===== config.mk =====
export PLATFORM = sky130hd
export DESIGN_NAME = hazard_stall_controller
export DESIGN_NICKNAME = d
export VERILOG_FILES = /design/src/rtl/hazard_stall_controller.sv
export SDC_FILE = /design/constraint.sdc
export NUM_CORES = 1
export LEC_CHECK = 0
export BUFFER_PORTS_ARGS = -buffer_cell sky130_fd_sc_hd__clkbuf_2
export CORE_AREA = 2 2 40 79
export CTS_BUF_LIST = sky130_fd_sc_hd__clkbuf_4
export DETAILED_ROUTE_END_ITERATION = 8
export DIE_AREA = 0 0 42 81
export PLACE_DENSITY_LB_ADDON = 0.25
export SYNTH_ARGS = -nofsm -noshare
export SYNTH_HDL_FRONTEND = slang
export SYNTH_SLANG_ARGS = --single-unit

===== constraint.sdc =====
create_clock -name clk -period 6.72 [get_ports clk]
set_clock_uncertainty 0.05 [all_clocks]
set_input_delay 0 -clock clk [delete_from_list [all_inputs] [get_ports clk]]
set_output_delay 0 -clock clk [all_outputs]
set_load 0.02 [all_outputs]

===== src/rtl/hazard_stall_controller.sv =====
// hazard_stall_controller: load-use bubble insertion, mul/div EX occupancy and taken-branch flush for the EX stage.
module hazard_stall_controller #(
    parameter int AW         = 8,
    parameter int MULDIV_LAT = 4,
    parameter int CNT_W      = 16
) (
    input  logic             clk,
    input  logic             reset,
    input  logic [AW-1:0]    rs1_ifid,
    input  logic [AW-1:0]    rs2_ifid,
    input  logic             uses_rs2_ifid,
    input  logic             memread_idex,
    input  logic             regwrite_idex,
    input  logic [AW-1:0]    rd_idex,
    input  logic             muldiv_idex,
    input  logic             branch_taken_ex,
    output logic             pc_write,
    output logic             ifid_write,
    output logic             ifid_flush,
    output logic             idex_bubble,
    output logic             idex_hold,
    output logic             exmem_bubble,
    output logic             muldiv_start,
    output logic             muldiv_done,
    output logic [CNT_W-1:0] stall_count
);
    typedef enum logic [1:0] {RUN, LU_STALL, MD_BUSY} state_t;

    localparam logic [5:0] LAT_M1 = 6'(MULDIV_LAT - 1);

    state_t     state, state_n;
    logic [5:0] cnt, cnt_n;
    logic       lu;

    assign lu = memread_idex & regwrite_idex & (rd_idex != '0) &
                ((rd_idex == rs1_ifid) | (uses_rs2_ifid & (rd_idex == rs2_ifid)));

    always_ff @(posedge clk or negedge reset) begin
        if (!reset) begin
            state       <= RUN;
            cnt         <= '0;
            stall_count <= '0;
        end else begin
            state <= state_n;
            cnt   <= cnt_n;
            if (!pc_write && stall_count != '1)
                stall_count <= stall_count + CNT_W'(1);
        end
    end

    always_comb begin
        state_n      = state;
        cnt_n        = cnt;
        pc_write     = 1'b1;
        ifid_write   = 1'b1;
        ifid_flush   = 1'b0;
        idex_bubble  = 1'b0;
        idex_hold    = 1'b0;
        exmem_bubble = 1'b0;
        muldiv_start = 1'b0;
        muldiv_done  = 1'b0;
        case (state)
            RUN: begin
                if (branch_taken_ex) begin
                    ifid_flush  = 1'b1;
                    idex_bubble = 1'b1;
                end else if (muldiv_idex) begin
                    muldiv_start = 1'b1;
                    pc_write     = 1'b0;
                    ifid_write   = 1'b0;
                    idex_hold    = 1'b1;
                    exmem_bubble = 1'b1;
                    cnt_n        = LAT_M1;
                    state_n      = MD_BUSY;
                end else if (lu) begin
                    pc_write    = 1'b0;
                    ifid_write  = 1'b0;
                    idex_bubble = 1'b1;
                    state_n     = LU_STALL;
                end
            end
            LU_STALL: state_n = RUN;
            MD_BUSY: begin
                if (cnt != '0) begin
                    pc_write     = 1'b0;
                    ifid_write   = 1'b0;
                    idex_hold    = 1'b1;
                    exmem_bubble = 1'b1;
                    cnt_n        = cnt - 6'd1;
                end else begin
                    muldiv_done = 1'b1;
                    state_n     = RUN;
                end
            end
            default: state_n = RUN;
        endcase
        // Outputs are forced low for the whole time reset is asserted.
        if (!reset) begin
            pc_write     = 1'b0;
            ifid_write   = 1'b0;
            ifid_flush   = 1'b0;
            idex_bubble  = 1'b0;
            idex_hold    = 1'b0;
            exmem_bubble = 1'b0;
            muldiv_start = 1'b0;
            muldiv_done  = 1'b0;
        end
    end
endmodule

==> impl_metrics.py <==
metrics = {
    "placed_design": {
        "gp_congestion": 0.841,
        "detailed_place_hpwl_um": 2380,
        "port_buffers": 54,
        "place_area_um2": 1760,
    },
    "critical_path": {
        "worst-setup-path-type": "flop to flop",
        "end_kind": "flop",
        "critical_path.startpoint_type": "flop",
        "critPathMaxFanout": 15,
        "crit_required_ns": 6.86,
        "cp_data_arrival_time_ns": 2.63,
    },
    "cts": {
        "cts-root-to-sink-buffers": 2,
        "cts_resized": 0,
        "insertion_delay_ns": 0.30,
        "cts-buffers-inserted": 3,
        "cts_root_buf": "sky130_fd_sc_hd__clkbuf_4",
        "cts_tree": "done",
        "clk_pin_slew_worst_paths_ns": 0.12,
        "numClockSinks": 24,
        "htree_levels": 1,
    },
    "floorplan": {
        "fp.dieH_um": 81,
        "core_area_um2": 2840,
        "floorplan.die_area_um2": 3400,
        "pin_count": 55,
        "row_count": 28,
        "initial_utilization": 0.526,
        "die_width_um": 42,
    },
    "pwr": {
        "cellPowerDensity_nw_per_um2": 305,
        "power.switching_fraction": 0.431,
        "power_leakage_nw": 0.869,
        "pwr-share-seq": 0.440,
        "power.combinational.fraction": 0.450,
        "design_power_total_w": 0.000550,
        "intPower_w": 0.000313,
        "irDropWorstVdd_mv": 0.212,
        "fraction_of_power_consumed_by_the_clock_network": 0.109,
        "p_sw_w": 0.000237,
    },
    "global_routing": {
        "number_of_global_route_vias_before_repair": 1145,
        "grt_antenna_before_repair": 0,
        "grt_overflow": 0,
        "grt_first_pass_wirelength_um": 4860,
        "grt_max_degree": 32,
        "groute.usage.overall": 0.181,
    },
    "finish": {
        "stdcell_area_um2": 1810,
        "drive_gt1_frac": 0.355,
        "area_growth_syn_to_layout_pct": 20.9,
        "diodes": 0,
        "multiInputGateArea_um2": 845,
        "post-route-util": 0.637,
        "most_frequent_standard_cell_in_the_layout_excluding_fill_and_tap_cells": "sky130_fd_sc_hd__clkbuf_2",
        "finalNetCount": 235,
        "fillCellCount": 255,
        "ff_latch_area_um2": 601,
        "layout_common_cells": "sky130_fd_sc_hd__clkbuf_2, sky130_fd_sc_hd__xnor2_1, sky130_fd_sc_hd__dfrtp_1",
    },
    "sta": {
        "max_slew.worst_pin.slew_ns": 0.702,
        "final_max_slew_viol_count": 0,
        "slew_headroom": 0.530,
        "report.final.hold_viol_count": 0,
        "fin_tns_setup_ns": 0,
        "achievable-frequency_mhz": 402,
        "finalCritPeriodShare": 0.370,
        "post-route-min-period_ns": 2.49,
        "grt_setup_unrepaired": "false",
        "final.hold.worst_slack_ns": 0.0139,
        "final-setup-viol-count": 0,
    },
    "yosys": {
        "syn_area_per_cell_um2": 10.3,
        "synth.yosys.seq_area_share": 0.402,
        "syn_nets": 178,
        "netlist-cell-type-count": 32,
        "post_synthesis_cell_area_um2": 1490,
        "yosys_warnings": 0,
        "synthCells": 145,
        "postSynthRegisterBits": 24,
    },
    "detailed_routing": {
        "post_drt_via_cell_ratio": 5.36,
        "violation_count_after_the_first_detailed_route_iteration": 12,
        "firstDrtPassIters": 4,
        "drc": 0,
        "finalWirelength_um": 2920,
        "ant_nets": 0,
        "vias": 1232,
        "wl_per_cell_um": 12.7,
    },
    "status": {
        "outcome": "finished, final reports clean",
    },
    "worst_hold_path": {
        "min_path_type": "primary input to flop",
    },
    "job": {
        "max_cap_viol_count": 0,
    },
}
-- cells in the mapped netlist --
cell / count / area share
sky130_fd_sc_hd__and3_4: 1 / 0.0075
sky130_fd_sc_hd__mux2_4: 1 / 0.010
sky130_fd_sc_hd__nand2b_1: 1 / 0.0042
sky130_fd_sc_hd__nor4_1: 3 / 0.013
sky130_fd_sc_hd__and3b_1: 1 / 0.0059
sky130_fd_sc_hd__nor3_2: 2 / 0.013
sky130_fd_sc_hd__xor2_1: 4 / 0.023
sky130_fd_sc_hd__a211oi_4: 1 / 0.013
sky130_fd_sc_hd__nand4_1: 8 / 0.034
sky130_fd_sc_hd__nand4_2: 4 / 0.034
sky130_fd_sc_hd__or3_1: 1 / 0.0042
sky130_fd_sc_hd__inv_1: 3 / 0.0075
sky130_fd_sc_hd__buf_6: 2 / 0.015
sky130_fd_sc_hd__nor2_4: 1 / 0.0075
sky130_fd_sc_hd__and3_1: 8 / 0.034
sky130_fd_sc_hd__buf_4: 2 / 0.010
sky130_fd_sc_hd__a31oi_1: 1 / 0.0042
sky130_fd_sc_hd__o21ai_0: 2 / 0.0067
sky130_fd_sc_hd__mux2_1: 1 / 0.0075
sky130_fd_sc_hd__nand2_1: 11 / 0.028
sky130_fd_sc_hd__nor2_1: 17 / 0.043
sky130_fd_sc_hd__and2_1: 2 / 0.0084
sky130_fd_sc_hd__or4b_4: 1 / 0.0092
sky130_fd_sc_hd__ha_1: 2 / 0.017
sky130_fd_sc_hd__o2111ai_2: 1 / 0.010
sky130_fd_sc_hd__xnor2_1: 30 / 0.18
sky130_fd_sc_hd__nor3_1: 1 / 0.0033
sky130_fd_sc_hd__nand3_1: 5 / 0.017
sky130_fd_sc_hd__a21oi_1: 1 / 0.0033
sky130_fd_sc_hd__nor3b_4: 2 / 0.025
sky130_fd_sc_hd__a21o_1: 1 / 0.0050
sky130_fd_sc_hd__dfrtp_1: 24 / 0.40
-- critical path, cell delays in order (launching register included) --
cell and delay (ns):
sky130_fd_sc_hd__dfrtp_1 0.46, sky130_fd_sc_hd__ha_1 0.23, sky130_fd_sc_hd__and3_1 0.19, sky130_fd_sc_hd__and3_1 0.27
sky130_fd_sc_hd__nor3b_4 0.19, sky130_fd_sc_hd__a211oi_4 0.61, sky130_fd_sc_hd__mux2_1 0.38
-- routing by layer --
| metal | vias up | GRT usage | share of wire |
|---|---|---|---|
| li1 | 612 | - | - |
| met1 | 589 | 0.229 | 0.43 |
| met2 | 29 | 0.322 | 0.52 |
| met3 | 2 | 0.0178 | 0.042 |
| met4 | 0 | 0.0548 | 0.0048 |
| met5 | - | 0 | 0 |
-- logic make-up (layout without fill, tap and decap cells) --
logic type / Yosys count / after routing / synth area share
and+or+nand+nor: 69 / 69 / 0.289
muxes: 2 / 2 / 0.0176
xor gates and xnor gates: 34 / 34 / 0.199
buffers and inverters: 7 / 62 / 0.0327
DFF: 24 / 24 / 0.402
adders and majority gates: 2 / 2 / 0.0167
AOI/OAI and AO/OA: 7 / 7 / 0.0427
-- cell type report --
class	instances	share of cell area
clock buffers	3	0.0125
multi-input cells	114	0.467
flip-flops and latches	24	0.332
repair buffers	56	0.161
inverters	3	0.00623
well taps	30	0.0208
-- registers in the layout (all words and copies together), names as in the netlist --
signal,flops
state,2
stall_count,16
cnt,6
-- repair_timing --
action                                  in CTS  in global routing
hold buffers                                 2                  0
setup buffers                                0                  0
endpoints found under the setup margin       0                  0
endpoints found under the hold margin       25                  0
-- worst paths after layout --
| kind | from | endpoint | slack [ns] | cells past startpoint |
|---|---|---|---|---|
| max | stall_count[0] | stall_count[1] | 4.23 | 6 |
| min | branch_taken_ex | state[0] | 0.01 | 3 |
| max reg2reg | stall_count[0] | stall_count[1] | 4.23 | 6 |
| min reg2reg | stall_count[10] | stall_count[10] | 0.46 | 1 |
| max in group asynchronous | reset | stall_count[6] | 5.99 | 2 |
| min in group asynchronous | reset | cnt[3] | 0.20 | 2 |
-- power by group through the flow --
stage | sequential, W | clock (W) | combinational (W)
CTS | 0.000242 | 0.0000620 | 0.000251
finish | 0.000242 | 0.0000602 | 0.000248
global route | 0.000253 | 0.0000671 | 0.000277
floorplan | 0.000262 | 0 | 0.000165
detailed placement | 0.000245 | 0 | 0.000249
global placement | 0.000244 | 0 | 0.000243
-- through the flow --
step	cells	setup WS, ns
global route	230	4.03
detailed placement	225	4.25
global placement	225	4.32
floorplan	145	4.45
finish	230	4.23
CTS	230	4.23
Power figures use the tool's default switching activity.
